File: config.mk
export PLATFORM = sky130hd
export DESIGN_NAME = pipe_stage_reg
export DESIGN_NICKNAME = d
export VERILOG_FILES = /design/src/rtl/pipe_stage_reg_pkg.sv /design/src/rtl/pipe_entry_reg.sv /design/src/rtl/pipe_stage_reg.sv
export SDC_FILE = /design/constraint.sdc
export NUM_CORES = 1
export LEC_CHECK = 0
export ABC_AREA = 1
export BUFFER_PORTS_ARGS = -buffer_cell sky130_fd_sc_hd__buf_2
export CELL_PAD_IN_SITES_DETAIL_PLACEMENT = 1
export CELL_PAD_IN_SITES_GLOBAL_PLACEMENT = 1
export CORE_MARGIN = 4
export CORE_UTILIZATION = 40
export DETAILED_ROUTE_END_ITERATION = 8
export MAX_ROUTING_LAYER = met4
export PLACE_DENSITY = 0.8
export SKIP_CTS_REPAIR_TIMING = 1
export SLEW_MARGIN = 20
export SYNTH_ARGS = -nofsm -noshare
export SYNTH_HDL_FRONTEND = slang
export SYNTH_SLANG_ARGS = --single-unit
File: constraint.sdc
create_clock -name clk -period 6.95 [get_ports clk]
set_input_delay 0 -clock clk [delete_from_list [all_inputs] [get_ports clk]]
set_output_delay 0 -clock clk [all_outputs]
set_load 0.02 [all_outputs]
File: src/rtl/pipe_stage_reg_pkg.sv
`default_nettype none
// ============================================================================
// pipe_stage_reg_pkg
// Stage field widths, per-boundary pipe widths and occupancy state encoding.
// Revision: 1.0
// ============================================================================
package pipe_stage_reg_pkg;

  localparam int ADDRESS_LEN         = 32;
  localparam int REGISTER_LEN        = 32;
  localparam int REG_ADDR_LEN        = 5;
  localparam int EXECUTE_COMMAND_LEN = 8;
  localparam int MEM_COMMAND_LEN     = 4;
  localparam int WB_COMMAND_LEN      = 2;

  // Control/data width pair for each stage boundary.
  localparam int IDEX_PIPE_CTRL_W  = EXECUTE_COMMAND_LEN;
  localparam int IDEX_PIPE_DATA_W  = ADDRESS_LEN + 2 * REGISTER_LEN;
  localparam int EXMEM_PIPE_CTRL_W = MEM_COMMAND_LEN + WB_COMMAND_LEN;
  localparam int EXMEM_PIPE_DATA_W = 2 * REGISTER_LEN + REG_ADDR_LEN;
  localparam int MEMWB_PIPE_CTRL_W = WB_COMMAND_LEN;
  localparam int MEMWB_PIPE_DATA_W = REGISTER_LEN + REG_ADDR_LEN;

  typedef enum logic [1:0] {
    OCC_EMPTY = 2'd0,
    OCC_ONE   = 2'd1,
    OCC_TWO   = 2'd2
  } occ_e;

endpackage
`default_nettype wire

File: src/rtl/pipe_entry_reg.sv
`default_nettype none
// ============================================================================
// pipe_entry_reg
// One valid+ctrl+data entry with clear and load; ctrl is zero when invalid.
// Revision: 1.0
// ============================================================================
module pipe_entry_reg #(
  parameter int CTRL_W = 8,
  parameter int DATA_W = 96
) (
  input  logic              clk,
  input  logic              rst,
  input  logic              clr_i,
  input  logic              load_i,
  input  logic              valid_i,
  input  logic [CTRL_W-1:0] ctrl_i,
  input  logic [DATA_W-1:0] data_i,
  output logic              valid_o,
  output logic [CTRL_W-1:0] ctrl_o,
  output logic [DATA_W-1:0] data_o
);

  logic              valid_q;
  logic [CTRL_W-1:0] ctrl_q;
  logic [DATA_W-1:0] data_q;

  always_ff @(posedge clk or posedge rst) begin
    if (rst) begin
      valid_q <= 1'b0;
      ctrl_q  <= '0;
      data_q  <= '0;
    end else if (clr_i) begin
      valid_q <= 1'b0;
      ctrl_q  <= '0;
      data_q  <= '0;
    end else if (load_i) begin
      valid_q <= valid_i;
      ctrl_q  <= valid_i ? ctrl_i : '0;
      data_q  <= data_i;
    end
  end

  assign valid_o = valid_q;
  assign ctrl_o  = ctrl_q;
  assign data_o  = data_q;

endmodule
`default_nettype wire

File: src/rtl/pipe_stage_reg.sv
`default_nettype none
// ============================================================================
// pipe_stage_reg
// Valid/ready pipeline stage register with optional skid entry, flush and
// saturating stall-cycle counter.
// Revision: 1.0
// ============================================================================
module pipe_stage_reg
  import pipe_stage_reg_pkg::*;
#(
  parameter int CTRL_W = 8,
  parameter int DATA_W = 96,
  parameter int SKID   = 1,
  parameter int CNT_W  = 16
) (
  input  logic              clk,
  input  logic              rst,
  input  logic              flush,
  input  logic              in_valid,
  output logic              in_ready,
  input  logic [CTRL_W-1:0] in_ctrl,
  input  logic [DATA_W-1:0] in_data,
  output logic              out_valid,
  input  logic              out_ready,
  output logic [CTRL_W-1:0] out_ctrl,
  output logic [DATA_W-1:0] out_data,
  output logic [CNT_W-1:0]  stall_cnt,
  input  logic              stall_clr
);

  occ_e              state_q;
  occ_e              state_d;
  logic              in_fire;
  logic              out_fire;
  logic              main_load;
  logic              main_clr;
  logic              main_from_skid;
  logic              skid_load;
  logic              skid_clr;
  logic              main_valid_d;
  logic [CTRL_W-1:0] main_ctrl_d;
  logic [DATA_W-1:0] main_data_d;
  logic              main_valid_q;
  logic              skid_valid_q;
  logic [CTRL_W-1:0] skid_ctrl_q;
  logic [DATA_W-1:0] skid_data_q;
  logic [CNT_W-1:0]  stall_cnt_q;

  assign in_fire  = in_valid & in_ready;
  assign out_fire = main_valid_q & out_ready;

  always_comb begin
    state_d        = state_q;
    main_load      = 1'b0;
    main_clr       = 1'b0;
    main_from_skid = 1'b0;
    skid_load      = 1'b0;
    skid_clr       = 1'b0;
    if (flush) begin
      state_d  = OCC_EMPTY;
      main_clr = 1'b1;
      skid_clr = 1'b1;
    end else begin
      case (state_q)
        OCC_EMPTY: begin
          if (in_fire) begin
            main_load = 1'b1;
            state_d   = OCC_ONE;
          end
        end
        OCC_ONE: begin
          if (out_fire && in_fire) begin
            main_load = 1'b1;
          end else if (out_fire) begin
            main_clr = 1'b1;
            state_d  = OCC_EMPTY;
          end else if (in_fire) begin
            skid_load = 1'b1;
            state_d   = OCC_TWO;
          end
        end
        OCC_TWO: begin
          if (out_fire) begin
            main_load      = 1'b1;
            main_from_skid = 1'b1;
            skid_clr       = 1'b1;
            state_d        = OCC_ONE;
          end
        end
        default: begin
          state_d  = OCC_EMPTY;
          main_clr = 1'b1;
          skid_clr = 1'b1;
        end
      endcase
    end
  end

  always_ff @(posedge clk or posedge rst) begin
    if (rst) begin
      state_q <= OCC_EMPTY;
    end else begin
      state_q <= state_d;
    end
  end

  assign main_valid_d = main_from_skid ? skid_valid_q : in_valid;
  assign main_ctrl_d  = main_from_skid ? skid_ctrl_q  : in_ctrl;
  assign main_data_d  = main_from_skid ? skid_data_q  : in_data;

  pipe_entry_reg #(
    .CTRL_W (CTRL_W),
    .DATA_W (DATA_W)
  ) u_main (
    .clk     (clk),
    .rst     (rst),
    .clr_i   (main_clr),
    .load_i  (main_load),
    .valid_i (main_valid_d),
    .ctrl_i  (main_ctrl_d),
    .data_i  (main_data_d),
    .valid_o (main_valid_q),
    .ctrl_o  (out_ctrl),
    .data_o  (out_data)
  );

  generate
    if (SKID != 0) begin : g_skid
      logic in_ready_q;

      pipe_entry_reg #(
        .CTRL_W (CTRL_W),
        .DATA_W (DATA_W)
      ) u_skid (
        .clk     (clk),
        .rst     (rst),
        .clr_i   (skid_clr),
        .load_i  (skid_load),
        .valid_i (in_valid),
        .ctrl_i  (in_ctrl),
        .data_i  (in_data),
        .valid_o (skid_valid_q),
        .ctrl_o  (skid_ctrl_q),
        .data_o  (skid_data_q)
      );

      // Registered ready: accept unless the stage will be full next cycle.
      always_ff @(posedge clk or posedge rst) begin
        if (rst) begin
          in_ready_q <= 1'b1;
        end else begin
          in_ready_q <= (state_d != OCC_TWO);
        end
      end

      assign in_ready = in_ready_q;
    end else begin : g_no_skid
      assign skid_valid_q = 1'b0;
      assign skid_ctrl_q  = '0;
      assign skid_data_q  = '0;
      assign in_ready     = ~main_valid_q | out_ready;
    end
  endgenerate

  always_ff @(posedge clk or posedge rst) begin
    if (rst) begin
      stall_cnt_q <= '0;
    end else if (stall_clr) begin
      stall_cnt_q <= '0;
    end else if (main_valid_q && !out_ready && (stall_cnt_q != {CNT_W{1'b1}})) begin
      stall_cnt_q <= stall_cnt_q + 1'b1;
    end
  end

  assign out_valid = main_valid_q;
  assign stall_cnt = stall_cnt_q;

endmodule
`default_nettype wire

# After elaboration in Yosys (flattened, before gate mapping)
# Cells that the tools add are included.
[totals]
out_inout_bits = 122
input_bits = 110
elab_cells = 68
reg_bits = 229
[classes]
eq_ne = 4
addsub = 1
reduce_logical = 10
bitwise_logic = 2
n_mux = 42
[ops]
columns = ["cell", "n"]
rows = [
  ["$mux W96", 5],
  ["$mux W8", 7],
  ["$mux W16", 2],
  ["$mux W1", 18],
  ["$add A16 B1 Y16 const B", 1],
  ["$ne A16 B16 Y1 const B", 1],
  ["$mux W2", 6],
  ["$pmux W2 S3", 1],
  ["$reduce_bool A2 Y1", 3],
  ["$pmux W1 S2", 2],
  ["$reduce_or A2 Y1", 2],
  ["$logic_and A1 B1 Y1", 3],
  ["$pmux W1 S3", 1],
  ["$and A1 B1 Y1", 2],
  ["$eq A2 B1 Y1 const B", 1],
  ["$eq A2 B2 Y1 const B", 1],
  ["$logic_not A2 Y1", 1],
  ["$ne A2 B2 Y1 const B", 1],
  ["$logic_not A1 Y1", 1],
]

# Depth between registers and ports, before layout
# Gate-level depths: netlist (run 1).
[logic_depth]
word_depth = 8
ltp_mapped = 11
depth_no_buf = 9

# Modules after synthesis
# Synthesis (run 1) repeated with hierarchy kept, for this count alone.
[unflattened]
cells_unflattened = 1191
area_unflattened_um2 = 10493.8
[by_module_without_submodules]
columns = ["mod", "area_per_inst_um2", "instances", "cells_per_inst", "seq_area_each_um2"]
rows = [
  ["pipe_entry_reg", 3997.6, 2, 448, 2627.5],
  ["pipe_stage_reg", 2498.6, 1, 295, 476.7],
]

# Worst setup path before layout (run 1)
# No wires, ideal clock.
[synth_path]
path_kind = "register to register"
start = "reg stall_cnt_q[1] (netlist: stall_cnt[1])"
end = "reg stall_cnt_q[7] (netlist: stall_cnt[7])"
path_stages_with_launch = 11
required_time_ns = 6.885
setup_time_ns = 0.065
slack_ns = 5.257
path_buffers = 1
period_less_slack_ns = 1.693
arrival_ns = 1.628
cell_sequence = "dfrtp_1 -> ha_1 -> nand3_1 -> inv_2 -> nand2_2 -> nor2_4 -> nor2_2 -> nor2_4 -> buf_6 -> nand2_1 -> nand2_1"
[synth_via]
elab_chain_cells = 3
elab_cells_between_ends = 6
cone_classes = "add/sub: 1; eq/ne: 1; mux: 2; reduce/logical: 2"
[synth_lines]
columns = ["item", "line", "text"]
rows = [
  ["start: declaration", "pipe_stage_reg.sv:47", "logic [CNT_W-1:0] stall_cnt_q;"],
  ["start signal: assignment", "pipe_stage_reg.sv:171", "stall_cnt_q <= stall_cnt_q + 1'b1;"],
  ["$add A16 B1 Y16 / $ne A16 B16 Y1 (equally long branches)", "pipe_stage_reg.sv:171, pipe_stage_reg.sv:170", ""],
  ["$mux W16 / $logic_and A1 B1 Y1 (equally long branches)", "pipe_stage_reg.sv:170", "end else if (main_valid_q && !out_ready && (stall_cnt_q != {CNT_W{1'b1}})) begin"],
  ["$mux W16 / $reduce_bool A2 Y1 (equally long branches)", "n/a", ""],
]
# Parallel ways exist; a longest one is shown, timed or not. The select of a mux whose other input is x is not followed.
# A chain may end at the register's enable or synchronous reset.

# Worst setup path after layout (run 1)
[layout_path]
start = "reg u_main.valid_q (netlist: u_main.valid_o)"
end = "reg u_main.data_q[32] (netlist: u_main.data_o[32])"
[layout_via]
elab_chain_cells = 7
elab_cells_between_ends = 15
cone_classes = "mux: 12; bitwise: 1; reduce/logical: 2"
[layout_lines]
columns = ["item", "line", "text"]
rows = [
  ["start: declaration", "pipe_entry_reg.sv:23", "logic valid_q;"],
  ["start signal: assignment", "pipe_entry_reg.sv:37", "valid_q <= valid_i;"],
  ["$and A1 B1 Y1 *", "pipe_stage_reg.sv:50", "assign out_fire = main_valid_q & out_ready;"],
  ["$mux W1", "pipe_stage_reg.sv:74, pipe_stage_reg.sv:83", ""],
  ["$mux W1", "pipe_stage_reg.sv:64", "case (state_q)"],
  ["$mux W1", "pipe_stage_reg.sv:59", "if (flush) begin"],
  ["$mux W96", "pipe_stage_reg.sv:109", "assign main_data_d = main_from_skid ? skid_data_q : in_data;"],
  ["$mux W96", "pipe_entry_reg.sv:36", "end else if (load_i) begin"],
  ["$mux W96", "pipe_entry_reg.sv:32", "end else if (clr_i) begin"],
  ["end signal: assignment", "pipe_entry_reg.sv:39", "data_q <= data_i;"],
  ["end: declaration", "pipe_entry_reg.sv:25", "logic [DATA_W-1:0] data_q;"],
]
# Mark *: on every way between the ends. The rest lies on a longest branch, timed or not. The select of a mux whose other input is x is not followed.

==> results.rst, run 1 <==
.. list-table::
   :header-rows: 1

   * - Metric
     - Value
   * - Result of the run
     - finished clean
   * - Count of H-tree levels built during CTS
     - 1
   * - Portion of synthesized cell area occupied by the leading cell type
     - 55.1%
   * - Top-level I/O count
     - 232
   * - Worst-skew pair later-pin latency
     - 0.53 ns
   * - TritonCTS clock tree
     - built
   * - Total clock buffers created by CTS
     - 28
   * - Fill cells
     - 3001
   * - Total via count in the routed design
     - 9823
   * - Area of all placed cells without fillers
     - 13700 um^2
   * - Number of antenna violations at the first check in global routing
     - 0
   * - VDD IR-drop max
     - 0.000157 V
   * - Mux cell area share after synthesis
     - 0%
   * - Setup tns final
     - 0 ns
   * - Int Pwr
     - 2.62 mW
   * - Initial drt markers
     - 729
   * - Pin count of the biggest net entering global routing
     - 114
   * - Class of the worst hold path
     - input port to flip-flop
   * - Average routed wire per standard cell
     - 18.4 um
   * - XOR/XNOR Fraction of Synth Area
     - 0.592%
   * - Synthesis-stage register bit count
     - 229
   * - Static Leakage
     - 6.74 nW
   * - Starting density of the core
     - 40.9%
   * - Max-cap violation count
     - 0
   * - Largest area contributor in the synthesized netlist
     - sky130_fd_sc_hd__dfrtp_1
   * - Number of nets with antenna violations after routing
     - 0
   * - Wire length of the first global-routing pass
     - 51.0 mm
   * - Cell Pwr Density
     - 264 nW/um^2
   * - Post-synthesis average cell area
     - 8.57 um^2
   * - Core footprint
     - 25300 um^2
   * - Compound-gate portion of the synthesized area
     - 13.1%
   * - Synthesized Nets
     - 1320
   * - Relative contribution of sequential cells to total power
     - 41.3%
   * - Clock sink count
     - 229
   * - Count of port buffers added during placement
     - 231
   * - Critical Path Sink Type
     - flip-flop
   * - Mapped Area
     - 10400 um^2
   * - Number of setup violations in the final report
     - 0
   * - FMAX
     - 336 MHz
   * - Total global routing track utilization
     - 22.1%
   * - Overall die area
     - 28500 um^2
   * - Congestion Overflow GR
     - 0
   * - Combinational family with the most area after synthesis
     - simple AND/OR/NAND/NOR gates
   * - Area after detailed placement
     - 11600 um^2
   * - Post-Synthesis Cells
     - 1209
   * - Post-synthesis adder-cell area fraction
     - 0.121%
   * - GP Congestion
     - 0.804
   * - Synthesis Warnings
     - 0
   * - Clock-pin slew on the worst setup and hold paths
     - 0.06 ns
   * - Relative contribution of combinational cells to total power
     - 15.1%
   * - RSZ-0062 raised after global routing
     - false
   * - Fin nets
     - 1620
   * - CP Max Fanout
     - 92
   * - DRC Markers
     - 0
   * - Total iterations of the first detailed-routing run
     - 5
   * - Chip Height
     - 169 um
   * - Layout cells sized above 1
     - 19.9%
   * - Layout-stage area growth over the synthesis result
     - 32.2%
   * - Share of the yosys chip area belonging to registers
     - 55.3%
   * - Vias per inst
     - 5.28
   * - Final hold violation count
     - 0
   * - Transition time at the pin with the least slew margin
     - 1.15 ns
   * - Clock group share of total power
     - 43.6%
   * - Number of slew-limit violations in the final report
     - 0
   * - Worst setup slack for register-to-register paths
     - 3.97 ns
   * - Worst slew margin relative to its limit
     - 23.2%
   * - Via count of the first global-routing pass
     - 9893
   * - Clk Tree Root Cell
     - sky130_fd_sc_hd__clkbuf_16
   * - Die width
     - 169 um
   * - Largest cells by area after synthesis
     - sky130_fd_sc_hd__dfrtp_1, sky130_fd_sc_hd__nand2_1, sky130_fd_sc_hd__o211ai_1, sky130_fd_sc_hd__nand3_1, sky130_fd_sc_hd__o21ai_0
   * - Largest clock skew in the final design
     - 0.00991 ns
   * - Kind of start point of the critical path
     - flip-flop
   * - Part of the cycle the worst path needs
     - 42.8%
   * - Row cnt
     - 58
   * - Time the final worst path needs with I/O delays and setup
     - 2.98 ns
   * - Worst Path Arrival
     - 3.38 ns
   * - Simple-Gate Fraction of Synth Area
     - 22.1%
   * - Psw
     - 1.00 mW
   * - Bufs on Longest Clock Path
     - 3
   * - Switching Fraction
     - 27.7%
   * - DP Wirelength
     - 19.1 mm
   * - Number of distinct standard cells referenced by the synthesized netlist
     - 27
   * - Total Wirelength
     - 34.3 mm
   * - Worst setup path class
     - flip-flop to flip-flop
   * - Required arrival time at the worst endpoint
     - 7.35 ns
-- cells in the mapped netlist --
library cell / instances
sky130_fd_sc_hd__nor2_1: 20
sky130_fd_sc_hd__clkbuf_1: 20
sky130_fd_sc_hd__a21oi_2: 1
sky130_fd_sc_hd__o21bai_1: 3
sky130_fd_sc_hd__inv_1: 119
sky130_fd_sc_hd__dfstp_2: 1
sky130_fd_sc_hd__ha_1: 1
sky130_fd_sc_hd__nand3_2: 2
sky130_fd_sc_hd__and3_1: 1
sky130_fd_sc_hd__buf_6: 9
sky130_fd_sc_hd__buf_4: 5
sky130_fd_sc_hd__o21ai_1: 5
sky130_fd_sc_hd__dfrtp_1: 228
sky130_fd_sc_hd__nor2_4: 4
sky130_fd_sc_hd__inv_2: 7
sky130_fd_sc_hd__nand4_1: 12
sky130_fd_sc_hd__nor2_2: 3
sky130_fd_sc_hd__nand3_1: 119
sky130_fd_sc_hd__nand2_2: 2
sky130_fd_sc_hd__buf_1: 3
sky130_fd_sc_hd__buf_2: 42
sky130_fd_sc_hd__o21ai_0: 112
sky130_fd_sc_hd__nand2_1: 383
sky130_fd_sc_hd__o22ai_1: 1
sky130_fd_sc_hd__o211ai_1: 96
sky130_fd_sc_hd__a21oi_1: 3
sky130_fd_sc_hd__xor2_1: 7
-- logic make-up after synthesis --
family / Yosys count
buffers and inverters: 205
and+or+nand+nor: 546
adders and majority gates: 1
xor gates and xnor gates: 7
DFF: 229
AOI/OAI and AO/OA: 221
-- power by group through the flow --
stage	logic, mW	clock network [mW]	registers, mW
2_1_floorplan	0.220	0	1.59
3_3_place_gp	0.473	0	1.51
3_5_place_dp	0.486	0	1.51
4_1_cts	0.490	1.61	1.49
5_1_grt	0.599	1.67	1.51
6_report	0.546	1.58	1.49
-- worst max-delay path, stage by stage (launching register included) --
cell	delay [ns]
sky130_fd_sc_hd__dfrtp_1	0.37
sky130_fd_sc_hd__nand2_1	0.11
sky130_fd_sc_hd__inv_1	0.12
sky130_fd_sc_hd__nand2_2	0.12
sky130_fd_sc_hd__nor2_4	0.79
sky130_fd_sc_hd__buf_4	0.89
sky130_fd_sc_hd__nand2_1	0.14
sky130_fd_sc_hd__o211ai_1	0.17
sky130_fd_sc_hd__nand2_1	0.12
-- per-stage QoR --
| step | power [mW] | instances | hold slack [ns] | util, % | setup WS (ns) |
|---|---|---|---|---|---|
| finish | 3.62 | 1859 | 0.0209 | 54.1 | 3.97 |
| global route | 3.77 | 1858 | 0.0536 | 54.1 | 3.70 |
| CTS | 3.59 | 1748 | -0.323 | 49.6 | 4.01 |
| detailed placement | 2.00 | 1699 | 0.233 | 45.7 | 4.04 |
| global placement | 1.98 | 1699 | 0.237 | 45.7 | 4.02 |
| floorplan | 1.81 | 1209 | 0.0747 | - | 0.675 |
-- path summary, 6_finish.rpt --
| kind | start | end | cells after the start |
|---|---|---|---|
| max | u_main.valid_o | u_main.data_o[32] | 8 |
| min | out_ready | stall_cnt[9] | 6 |
| max reg2reg | u_main.valid_o | u_main.data_o[32] | 8 |
| min reg2reg | u_main.data_o[39] | u_main.data_o[39] | 2 |
| max in group asynchronous | rst | u_main.data_o[26] | 4 |
| min in group asynchronous | rst | u_main.ctrl_o[0] | 3 |
-- final cells by class --
type	instances	area [um^2]	area share, %
inverters	126	484	3.54
multi-input cells	775	3730	27.2
flip-flops and latches	229	5730	41.9
repair buffers	349	2340	17.1
clock buffers	37	776	5.67
well taps	330	413	3.02
clock inverters	12	216	1.58
diodes	1	2.50	0.0183
-- placed cells by master (no fill, tap or decap) --
master,count
sky130_fd_sc_hd__buf_6,2
sky130_fd_sc_hd__nor2_4,4
sky130_fd_sc_hd__nand3_4,1
sky130_fd_sc_hd__nand3_1,119
sky130_fd_sc_hd__o21bai_1,3
sky130_fd_sc_hd__bufinv_16,6
sky130_fd_sc_hd__o21ai_0,112
sky130_fd_sc_hd__dfstp_2,1
sky130_fd_sc_hd__inv_8,2
sky130_fd_sc_hd__a21oi_2,1
sky130_fd_sc_hd__nand3_2,1
sky130_fd_sc_hd__o211ai_1,96
sky130_fd_sc_hd__diode_2,1
sky130_fd_sc_hd__a21oi_1,3
sky130_fd_sc_hd__clkbuf_1,6
sky130_fd_sc_hd__ha_1,1
sky130_fd_sc_hd__dlygate4sd3_1,109
sky130_fd_sc_hd__nand2_1,383
sky130_fd_sc_hd__buf_16,1
sky130_fd_sc_hd__buf_2,231
sky130_fd_sc_hd__clkinv_2,8
sky130_fd_sc_hd__nand4_1,12
sky130_fd_sc_hd__dfrtp_1,228
sky130_fd_sc_hd__nor2_2,3
sky130_fd_sc_hd__o21ai_1,5
sky130_fd_sc_hd__o22ai_1,1
sky130_fd_sc_hd__xor2_1,7
sky130_fd_sc_hd__buf_4,6
sky130_fd_sc_hd__clkbuf_8,2
sky130_fd_sc_hd__and3_1,1
sky130_fd_sc_hd__inv_1,118
sky130_fd_sc_hd__nand2_2,2
sky130_fd_sc_hd__inv_2,4
sky130_fd_sc_hd__clkbuf_16,29
sky130_fd_sc_hd__nor2_1,20
-- metal layers --
| metal | global-route usage (%) | vias to the layer above | part of all wire (%) |
|---|---|---|---|
| met5 | - | - | 0 |
| met4 | 5.54 | 0 | 2.9 |
| met3 | 3.55 | 72 | 4.9 |
| met2 | 37.6 | 301 | 51 |
| met1 | 27.8 | 4910 | 41 |
| li1 | - | 4540 | - |
-- flip-flops by register name, summed over array words and instances (netlist names) --
name                   flops
state_q                    2
in_ready                   1
g_skid.u_skid.ctrl_o       8
g_skid.u_skid.valid_o      1
u_main.valid_o             1
u_main.ctrl_o              8
u_main.data_o             96
g_skid.u_skid.data_o      96
stall_cnt                 16
Note: power is estimated with default switching activity, not from simulation.
==> inputs of run 2 (changes only) <==
ABC_AREA = 0   (was 1)
PLACE_DENSITY = 0.75   (was 0.8)
clock period = 3 ns   (was 6.95 ns; I/O delays follow)
==> run 2 against run 1 <==
Against the previous run: clock power rose by 110%; setup slack lost 3.1 ns; routed wire length fell by 13%; synthesized area is 6.5% lower; critical endpoint is now u_main.data_o[57]; highest routed layer unchanged.
==> results.rst, run 2 <==
.. list-table::
   :header-rows: 1

   * - Metric
     - Value
   * - Result of the run
     - finished clean
   * - Worst setup slack for register-to-register paths
     - 0.92 ns (-3.05 ns)
   * - RSZ-0062 raised after global routing
     - false
   * - Total clock buffers created by CTS
     - 26 (-7.1%)
   * - Total iterations of the first detailed-routing run
     - 4 (-1)
   * - Row cnt
     - 56 (-3.4%)
   * - Core footprint
     - 23700 um^2 (-6.5%)
   * - Share of async-settable or async-resettable flops after synthesis
     - 100% (unchanged)
   * - Wire length of the first global-routing pass
     - 43.6 mm (-15%)
   * - Required arrival time at the worst endpoint
     - 3.38 ns (-3.97 ns)
   * - Routing usage on met3
     - 5.75% (+2.2 points)
   * - Launch instance of the worst register-to-register path
     - state_q[1]
   * - Number of distinct standard cells referenced by the synthesized netlist
     - 54 (+100%)
   * - Average routed wire per standard cell
     - 21.7 um (+18%)
   * - Stages on the worst setup path
     - 5 (-3)
   * - Clock-pin slew on the worst setup and hold paths
     - 0.06 ns (about the same)
   * - Bufs on Longest Clock Path
     - 3 (unchanged)
   * - Commonest cells after routing, fill and taps aside
     - sky130_fd_sc_hd__buf_2, sky130_fd_sc_hd__dfrtp_1, sky130_fd_sc_hd__dlygate4sd3_1
   * - Final hold violation count
     - 0 (unchanged)
   * - Cell type of the slowest stage on the worst timing path
     - sky130_fd_sc_hd__dfrtp_1
   * - Post-synthesis average cell area
     - 13.4 um^2 (+56%)
   * - FMAX
     - 480 MHz (+43%)
   * - Leading cell type in the layout, fill and taps excluded
     - sky130_fd_sc_hd__buf_2
   * - Number of nets with antenna violations after routing
     - 0 (unchanged)
   * - Total Wirelength
     - 30.0 mm (-13%)
   * - Post-Synthesis Cells
     - 723 (-40%)
   * - Top-level I/O count
     - 232 (unchanged)
   * - Chain of cells forming the critical path
     - and3b_1 > o21ai_1 > a21o_4 > buf_4 > o2bb2ai_1
   * - Share of the core filled with cells in the final layout
     - 55.5% (+1.4 points)
   * - Register-to-Register Path Depth
     - 5 (-3)
   * - XOR/XNOR Fraction of Synth Area
     - 0.0904% (-0.50 points)
   * - Cell Pwr Density
     - 604 nW/um^2 (+130%)
   * - Number of buffers and inverters on the critical path
     - 1 (-1)
   * - Worst setup slack after placement
     - 1.03 ns (-3.01 ns)
   * - Family of cells with the greatest summed delay on the critical path
     - compound AO/OA/AOI/OAI gates
   * - Congestion Overflow GR
     - 0 (unchanged)
   * - VDD IR-drop max
     - 0.000572 V (+270%)
   * - Clk Tree Root Cell
     - sky130_fd_sc_hd__clkbuf_16
   * - Transition time at the pin with the least slew margin
     - 0.892 ns (-0.260 ns)
   * - Worst Path Arrival
     - 2.46 ns (-0.92 ns)
   * - Combinational family with the most area after synthesis
     - compound AO/OA/AOI/OAI gates
   * - Largest area contributor in the synthesized netlist
     - sky130_fd_sc_hd__dfrtp_1
   * - Worst setup path class
     - flip-flop to flip-flop
   * - Part of the cycle the worst path needs
     - 69.4% (+27 points)
   * - Share of the yosys chip area belonging to registers
     - 59.2% (+3.8 points)
   * - Worst-skew pair later-pin latency
     - 0.53 ns (about the same)
   * - Worst hold path startpoint
     - in_valid
   * - Critical Path Start
     - state_q[1]
   * - Kind of start point of the critical path
     - flip-flop
   * - Synthesis Warnings
     - 0 (unchanged)
   * - Grt met1 use
     - 27.3% (-0.44 points)
   * - TritonCTS clock tree
     - built
   * - Mapped Area
     - 9690 um^2 (-6.5%)
   * - Number of enable-type register cells in the synthesized netlist
     - 0 (unchanged)
   * - Time the final worst path needs with I/O delays and setup
     - 2.08 ns (-0.896 ns)
   * - Number of antenna violations at the first check in global routing
     - 1 (+1)
   * - Clock sink count
     - 229 (unchanged)
   * - Layout cells sized above 1
     - 28.4% (+8.5 points)
   * - Static Leakage
     - 6.12 nW (-9.1%)
   * - GP Congestion
     - 0.789 (-1.9%)
   * - CP Max Fanout
     - 38 (-59%)
   * - Area taken by flip-flops and latches
     - 5730 um^2 (unchanged)
   * - Worst slew margin relative to its limit
     - 40.4% (+17 points)
   * - Multi-input gate area in the final layout
     - 3650 um^2 (-2.0%)
   * - Count of H-tree levels built during CTS
     - 1 (unchanged)
   * - Largest cells by area after synthesis
     - sky130_fd_sc_hd__dfrtp_1, sky130_fd_sc_hd__mux2i_1, sky130_fd_sc_hd__a22o_1, sky130_fd_sc_hd__o2bb2ai_1, sky130_fd_sc_hd__buf_2
   * - End point of the critical path
     - u_main.data_o[57]
   * - Number of setup violations in the final report
     - 0 (unchanged)
   * - Total via count in the routed design
     - 7681 (-22%)
   * - Critical Path Sink Type
     - flip-flop
   * - Pin count of the biggest net entering global routing
     - 67 (-41%)
   * - Top cells by count, synth
     - sky130_fd_sc_hd__dfrtp_1, sky130_fd_sc_hd__mux2i_1, sky130_fd_sc_hd__a22o_1, sky130_fd_sc_hd__o2bb2ai_1, sky130_fd_sc_hd__buf_2
   * - Portion of synthesized cell area occupied by the leading cell type
     - 58.9% (+3.8 points)
   * - Starting density of the core
     - 40.9% (about the same)
   * - Die width
     - 164 um (-3.1%)
   * - Layout-stage area growth over the synthesis result
     - 35.7%
   * - Class of the worst hold path
     - input port to flip-flop
   * - Most frequently used cell type in the post-synthesis netlist
     - sky130_fd_sc_hd__dfrtp_1
   * - Post-synthesis adder-cell area fraction
     - 0.129% (+0.0084 points)
   * - Number of slew-limit violations in the final report
     - 0 (unchanged)
   * - Highest-utilization routing layer at the global route stage
     - met2
   * - Vias per inst
     - 5.55 (+5.0%)
   * - Met2 capacity usage during global routing
     - 31.8% (-5.8 points)
   * - Compound-gate portion of the synthesized area
     - 21.2% (+8.1 points)
   * - Max-cap violation count
     - 0 (unchanged)
   * - Via count of the first global-routing pass
     - 7861 (-21%)
   * - Count of port buffers added during placement
     - 231 (unchanged)
   * - Simple-Gate Fraction of Synth Area
     - 4.59% (-17 points)
   * - Synthesized Nets
     - 834 (-37%)
   * - Mux cell area share after synthesis
     - 11.3% (+11 points)
   * - Overall die area
     - 26800 um^2 (-6.2%)
   * - Fin nets
     - 1156 (-29%)
   * - Chip Height
     - 164 um (-3.1%)
   * - Synthesis-stage register bit count
     - 229 (unchanged)
   * - Setup tns final
     - 0 ns (unchanged)
   * - Total global routing track utilization
     - 20.6% (-1.5 points)
   * - DP Wirelength
     - 17.0 mm (-11%)
   * - DRC Markers
     - 0 (unchanged)
   * - Worst Slack Setup Final
     - 0.918 ns (-3.05 ns)
   * - Dominant register cell in the synthesized netlist
     - sky130_fd_sc_hd__dfrtp_1
   * - Fill cells
     - 2424 (-19%)
   * - Largest clock skew in the final design
     - 0.0268 ns (+0.0169 ns)
   * - Crit Reg-Reg Endpoint
     - u_main.data_o[57]
   * - Worst stage delay on the critical path
     - 0.51 ns (-0.38 ns)
   * - Initial drt markers
     - 425 (-42%)
## run 2: how the worst min path moves through the flow
stage                                     endpoint  slack, ns  cells after the start
after floorplan            g_skid.u_skid.ctrl_o[7]       0.13                      1
after global placement           u_main.data_o[12]       0.22                      2
after detailed placement         u_main.data_o[12]       0.23                      2
after CTS                 g_skid.u_skid.data_o[16]      -0.34                      2
after global routing                    state_q[0]       0.03                      5
final                                   state_q[0]       0.03                      5
## run 2: routing by layer
| layer | part of all wire [%] | wire, um |
|---|---|---|
| met3 | 5.6 | 1670 |
| met2 | 49 | 14500 |
| met1 | 44 | 13300 |
| met5 | 0 | 0 |
| met4 | 1.7 | 495 |
## run 2: worst min-delay path, stage by stage
cell and delay (ns):
sky130_fd_sc_hd__buf_2 0.13, sky130_fd_sc_hd__nand2_1 0.15, sky130_fd_sc_hd__nor2_1 0.06, sky130_fd_sc_hd__o21bai_1 0.11, sky130_fd_sc_hd__a21oi_1 0.07
## run 2: layout make-up
| class | instances | share of cell area (%) |
|---|---|---|
| antenna | 1 | 0.0190 |
| inverter | 8 | 0.257 |
| timing repair buffer | 355 | 18.6 |
| clock buffer | 39 | 6.02 |
| tap | 319 | 3.04 |
| sequential | 229 | 43.6 |
| multi-input combinational | 425 | 27.8 |
| clock inverter | 8 | 0.704 |
## run 2: cells by family after synthesis
| logic type | count (synthesis) |
|---|---|
| AOI/OAI and AO/OA | 242 |
| xor gates and xnor gates | 1 |
| muxes | 109 |
| adders and majority gates | 1 |
| DFF | 229 |
| buffers and inverters | 69 |
| and+or+nand+nor | 72 |
## run 2: stage by stage
| step | hold slack (ns) | power (mW) | std cells | instance area (um^2) |
|---|---|---|---|---|
| CTS | -0.337 | 7.86 | 1275 | 12100 |
| finish | 0.0275 | 7.93 | 1384 | 13100 |
| global route | 0.0319 | 8.28 | 1384 | 13100 |
| floorplan | 0.133 | 4.12 | 723 | 9690 |
| detailed placement | 0.226 | 4.58 | 1228 | 11200 |
| global placement | 0.216 | 4.56 | 1228 | 11200 |
## run 2: where the power goes
part | internal, mW | switching [mW] | total, mW
Combinational | 0.459 | 0.754 | 1.21
Clock | 1.98 | 1.28 | 3.27
Sequential | 3.31 | 0.144 | 3.45
Total | 5.75 | 2.18 | 7.93
==> inputs of run 3 (changes only) <==
CORE_UTILIZATION = 39   (was 40)
PLACE_DENSITY = 0.76   (was 0.75)
clock period = 1.8 ns   (was 3 ns; I/O delays follow)
==> run 3 against run 2 <==
Against the previous run: critical path depth unchanged; sequential share of layout area down 0.86 points; routed wire length grew 2.8%; clock power is 55% higher; total power grew 64%; cell count is 2.0% higher; register-to-register slack got worse by 0.88 ns; first-iteration DRC count rose by 13%; worst hold slack improved by 0.039 ns; die area grew 2.4%; global-route usage down 0.23 points; largest cell class unchanged; largest power group unchanged.
==> results.rst, run 3 (synthesized netlist as in run 2, its figures left out) <==
.. list-table::
   :header-rows: 1

   * - Metric
     - Value
   * - Worst setup slack for register-to-register paths
     - 0.04 ns (-0.88 ns)
   * - Transition time at the pin with the least slew margin
     - 0.631 ns (-0.261 ns)
   * - Psw
     - 3.65 mW (+67%)
   * - Chain of cells forming the critical path
     - nand2_1 > nor3_4 > buf_12 > mux2i_1 > o2bb2ai_1
   * - Share of the core filled with cells in the final layout
     - 55.0% (-0.51 points)
   * - Die width
     - 166 um (+1.2%)
   * - Number of setup violations in the final report
     - 0 (unchanged)
   * - Worst-skew pair later-pin latency
     - 0.51 ns (-0.02 ns)
   * - Required arrival time at the worst endpoint
     - 2.18 ns (-1.20 ns)
   * - Number of nets with antenna violations after routing
     - 0 (unchanged)
   * - Register-to-Register Path Depth
     - 5 (unchanged)
   * - Worst Path Arrival
     - 2.14 ns (-0.32 ns)
   * - Relative contribution of combinational cells to total power
     - 16.7% (+1.4 points)
   * - TritonCTS clock tree
     - built
   * - Commonest cells after routing, fill and taps aside
     - sky130_fd_sc_hd__buf_2, sky130_fd_sc_hd__dfrtp_1, sky130_fd_sc_hd__dlygate4sd3_1
   * - Kind of start point of the critical path
     - flip-flop
   * - Worst slew margin relative to its limit
     - 57.9% (+18 points)
   * - Top layer reached by signal wires
     - met4
   * - DP Wirelength
     - 17.8 mm (+4.6%)
   * - Detailed route wirelength on metal3
     - 1.27 mm (-24%)
   * - Via count of the first global-routing pass
     - 8192 (+4.2%)
   * - Clock-pin slew on the worst setup and hold paths
     - 0.06 ns (about the same)
   * - Setup tns final
     - 0 ns (unchanged)
   * - Initial drt markers
     - 479 (+13%)
   * - VDD IR-drop max
     - 0.000610 V (+6.6%)
   * - Layout-stage area growth over the synthesis result
     - 38.5%
   * - Vias per inst
     - 5.54 (-0.18%)
   * - Number of antenna violations at the first check in global routing
     - 0 (-1)
   * - Layout cells sized above 1
     - 29.9% (+1.5 points)
   * - FMAX
     - 567 MHz (+18%)
   * - Leading cell type in the layout, fill and taps excluded
     - sky130_fd_sc_hd__buf_2
   * - Number of slew-limit violations in the final report
     - 0 (unchanged)
   * - Final hold violation count
     - 0 (unchanged)
   * - Total global routing track utilization
     - 20.3% (-0.23 points)
   * - Max-cap violation count
     - 0 (unchanged)
   * - Worst stage delay on the critical path
     - 0.41 ns (-0.10 ns)
   * - Length of routed wiring on met1
     - 13.3 mm (+0.13%)
   * - Bufs on Longest Clock Path
     - 3 (unchanged)
   * - Row cnt
     - 57 (+1.8%)
   * - Cell type of the slowest stage on the worst timing path
     - sky130_fd_sc_hd__dfrtp_1
   * - Total iterations of the first detailed-routing run
     - 4 (unchanged)
   * - Cell Pwr Density
     - 969 nW/um^2 (+61%)
   * - Part of the cycle the worst path needs
     - 98.0% (+29 points)
   * - Chip Height
     - 166 um (+1.2%)
   * - Count of port buffers added during placement
     - 231 (unchanged)
   * - Clock group share of total power
     - 39.0% (-2.2 points)
   * - Average routed wire per standard cell
     - 21.8 um (+0.80%)
   * - Area of all placed cells without fillers
     - 13400 um^2 (+2.0%)
   * - Relative contribution of sequential cells to total power
     - 44.3% (+0.8 points)
   * - Pin count of the biggest net entering global routing
     - 105 (+57%)
   * - Total via count in the routed design
     - 7822 (+1.8%)
   * - Family of cells with the greatest summed delay on the critical path
     - flip-flops
   * - Static Leakage
     - 6.26 nW (+2.1%)
   * - Int Pwr
     - 9.35 mW (+63%)
   * - Worst setup path class
     - flip-flop to flip-flop
   * - Overall die area
     - 27400 um^2 (+2.4%)
   * - CP Max Fanout
     - 45 (+18%)
   * - Fin nets
     - 1178 (+1.9%)
   * - Congestion Overflow GR
     - 0 (unchanged)
   * - Total Wirelength
     - 30.8 mm (+2.8%)
   * - Wire length of the first global-routing pass
     - 45.7 mm (+4.9%)
   * - GP Congestion
     - 0.784 (-0.66%)
   * - Core footprint
     - 24400 um^2 (+3.0%)
   * - Clock sink count
     - 229 (unchanged)
   * - Stages on the worst setup path
     - 5 (unchanged)
   * - Critical Path Sink Type
     - flip-flop
   * - Clk Tree Root Cell
     - sky130_fd_sc_hd__clkbuf_16
   * - Hold Path Depth
     - 5 (unchanged)
   * - DRC Markers
     - 0 (unchanged)
   * - Area after detailed placement
     - 11400 um^2 (+2.3%)
   * - Met2 routed wirelength
     - 15.7 mm (+8.3%)
   * - Switching Fraction
     - 28.1% (+0.59 points)
   * - Number of buffers and inverters on the critical path
     - 1 (unchanged)
   * - Top-level I/O count
     - 232 (unchanged)
   * - Starting density of the core
     - 39.7% (-1.2 points)
   * - Count of H-tree levels built during CTS
     - 1 (unchanged)
   * - Class of the worst hold path
     - input port to flip-flop
   * - Largest clock skew in the final design
     - 0.00908 ns (-0.0178 ns)
   * - Result of the run
     - finished clean
   * - RSZ-0062 raised after global routing
     - true
   * - Time the final worst path needs with I/O delays and setup
     - 1.76 ns (-0.318 ns)
   * - Total clock buffers created by CTS
     - 26 (unchanged)
-- run 3: cell count changes in the layout (fill, tap and decap cells not counted), sizes merged --
| cell | delta |
|---|---|
| clkbuf | +4 |
| buf | +21 |
| bufinv | -2 |
| clkinvlp | -1 |
| clkinv | +1 |
-- run 3: worst paths after layout --
check / startpoint / to
setup / recovery: u_main.valid_o / u_main.data_o[61]
hold / removal: in_valid / state_q[0]
setup reg to reg: u_main.valid_o / u_main.data_o[61]
hold reg to reg: u_main.data_o[1] / u_main.data_o[1]
max in group asynchronous: rst / u_main.data_o[78]
min in group asynchronous: rst / g_skid.u_skid.data_o[7]
-- run 3: power groups by stage --
| stage | Sequential, mW | Clock [mW] | Combinational (mW) |
|---|---|---|---|
| 2_1_floorplan | 6.10 | 0 | 0.777 |
| 3_3_place_gp | 5.82 | 0 | 1.89 |
| 3_5_place_dp | 5.82 | 0 | 1.93 |
| 4_1_cts | 5.75 | 5.19 | 1.93 |
| 5_1_grt | 5.81 | 5.44 | 2.33 |
| 6_report | 5.76 | 5.07 | 2.17 |
-- run 3: metrics by stage --
step                setup slack, ns  instances  hold slack (ns)  total power, mW
floorplan                     -1.19        723            0.133             6.87
global placement              0.135       1252            0.199             7.71
detailed placement           0.0379       1252            0.198             7.75
CTS                          0.0327       1300           -0.357             12.9
global route                -0.0325       1411           0.0885             13.6
finish                       0.0361       1412           0.0661             13.0
-- run 3: routing by layer --
| metal | GRT usage, % | up-vias |
|---|---|---|
| met4 | 4.52 | 0 |
| met3 | 3.53 | 40 |
| met2 | 33.5 | 197 |
| li1 | - | 3484 |
| met1 | 26.7 | 4101 |
| met5 | - | - |
-- run 3: area by class of cell --
class | count | area, um^2
fillers | 2541 | 11000
flip-flops and latches | 229 | 5730
multi-input cells | 425 | 3670
repair buffers | 377 | 2760
clock buffers | 42 | 782
well taps | 324 | 405
inverters | 8 | 33.8
clock inverters | 6 | 30.0
diodes | 1 | 2.50
-- run 3: tightest hold or removal path: cells and delay by family --
family	cells	cell delay, ns
AO/OA/AOI/OAI	2	0.20
buffers and inverters	1	0.13
AND/OR/NAND/NOR	2	0.21
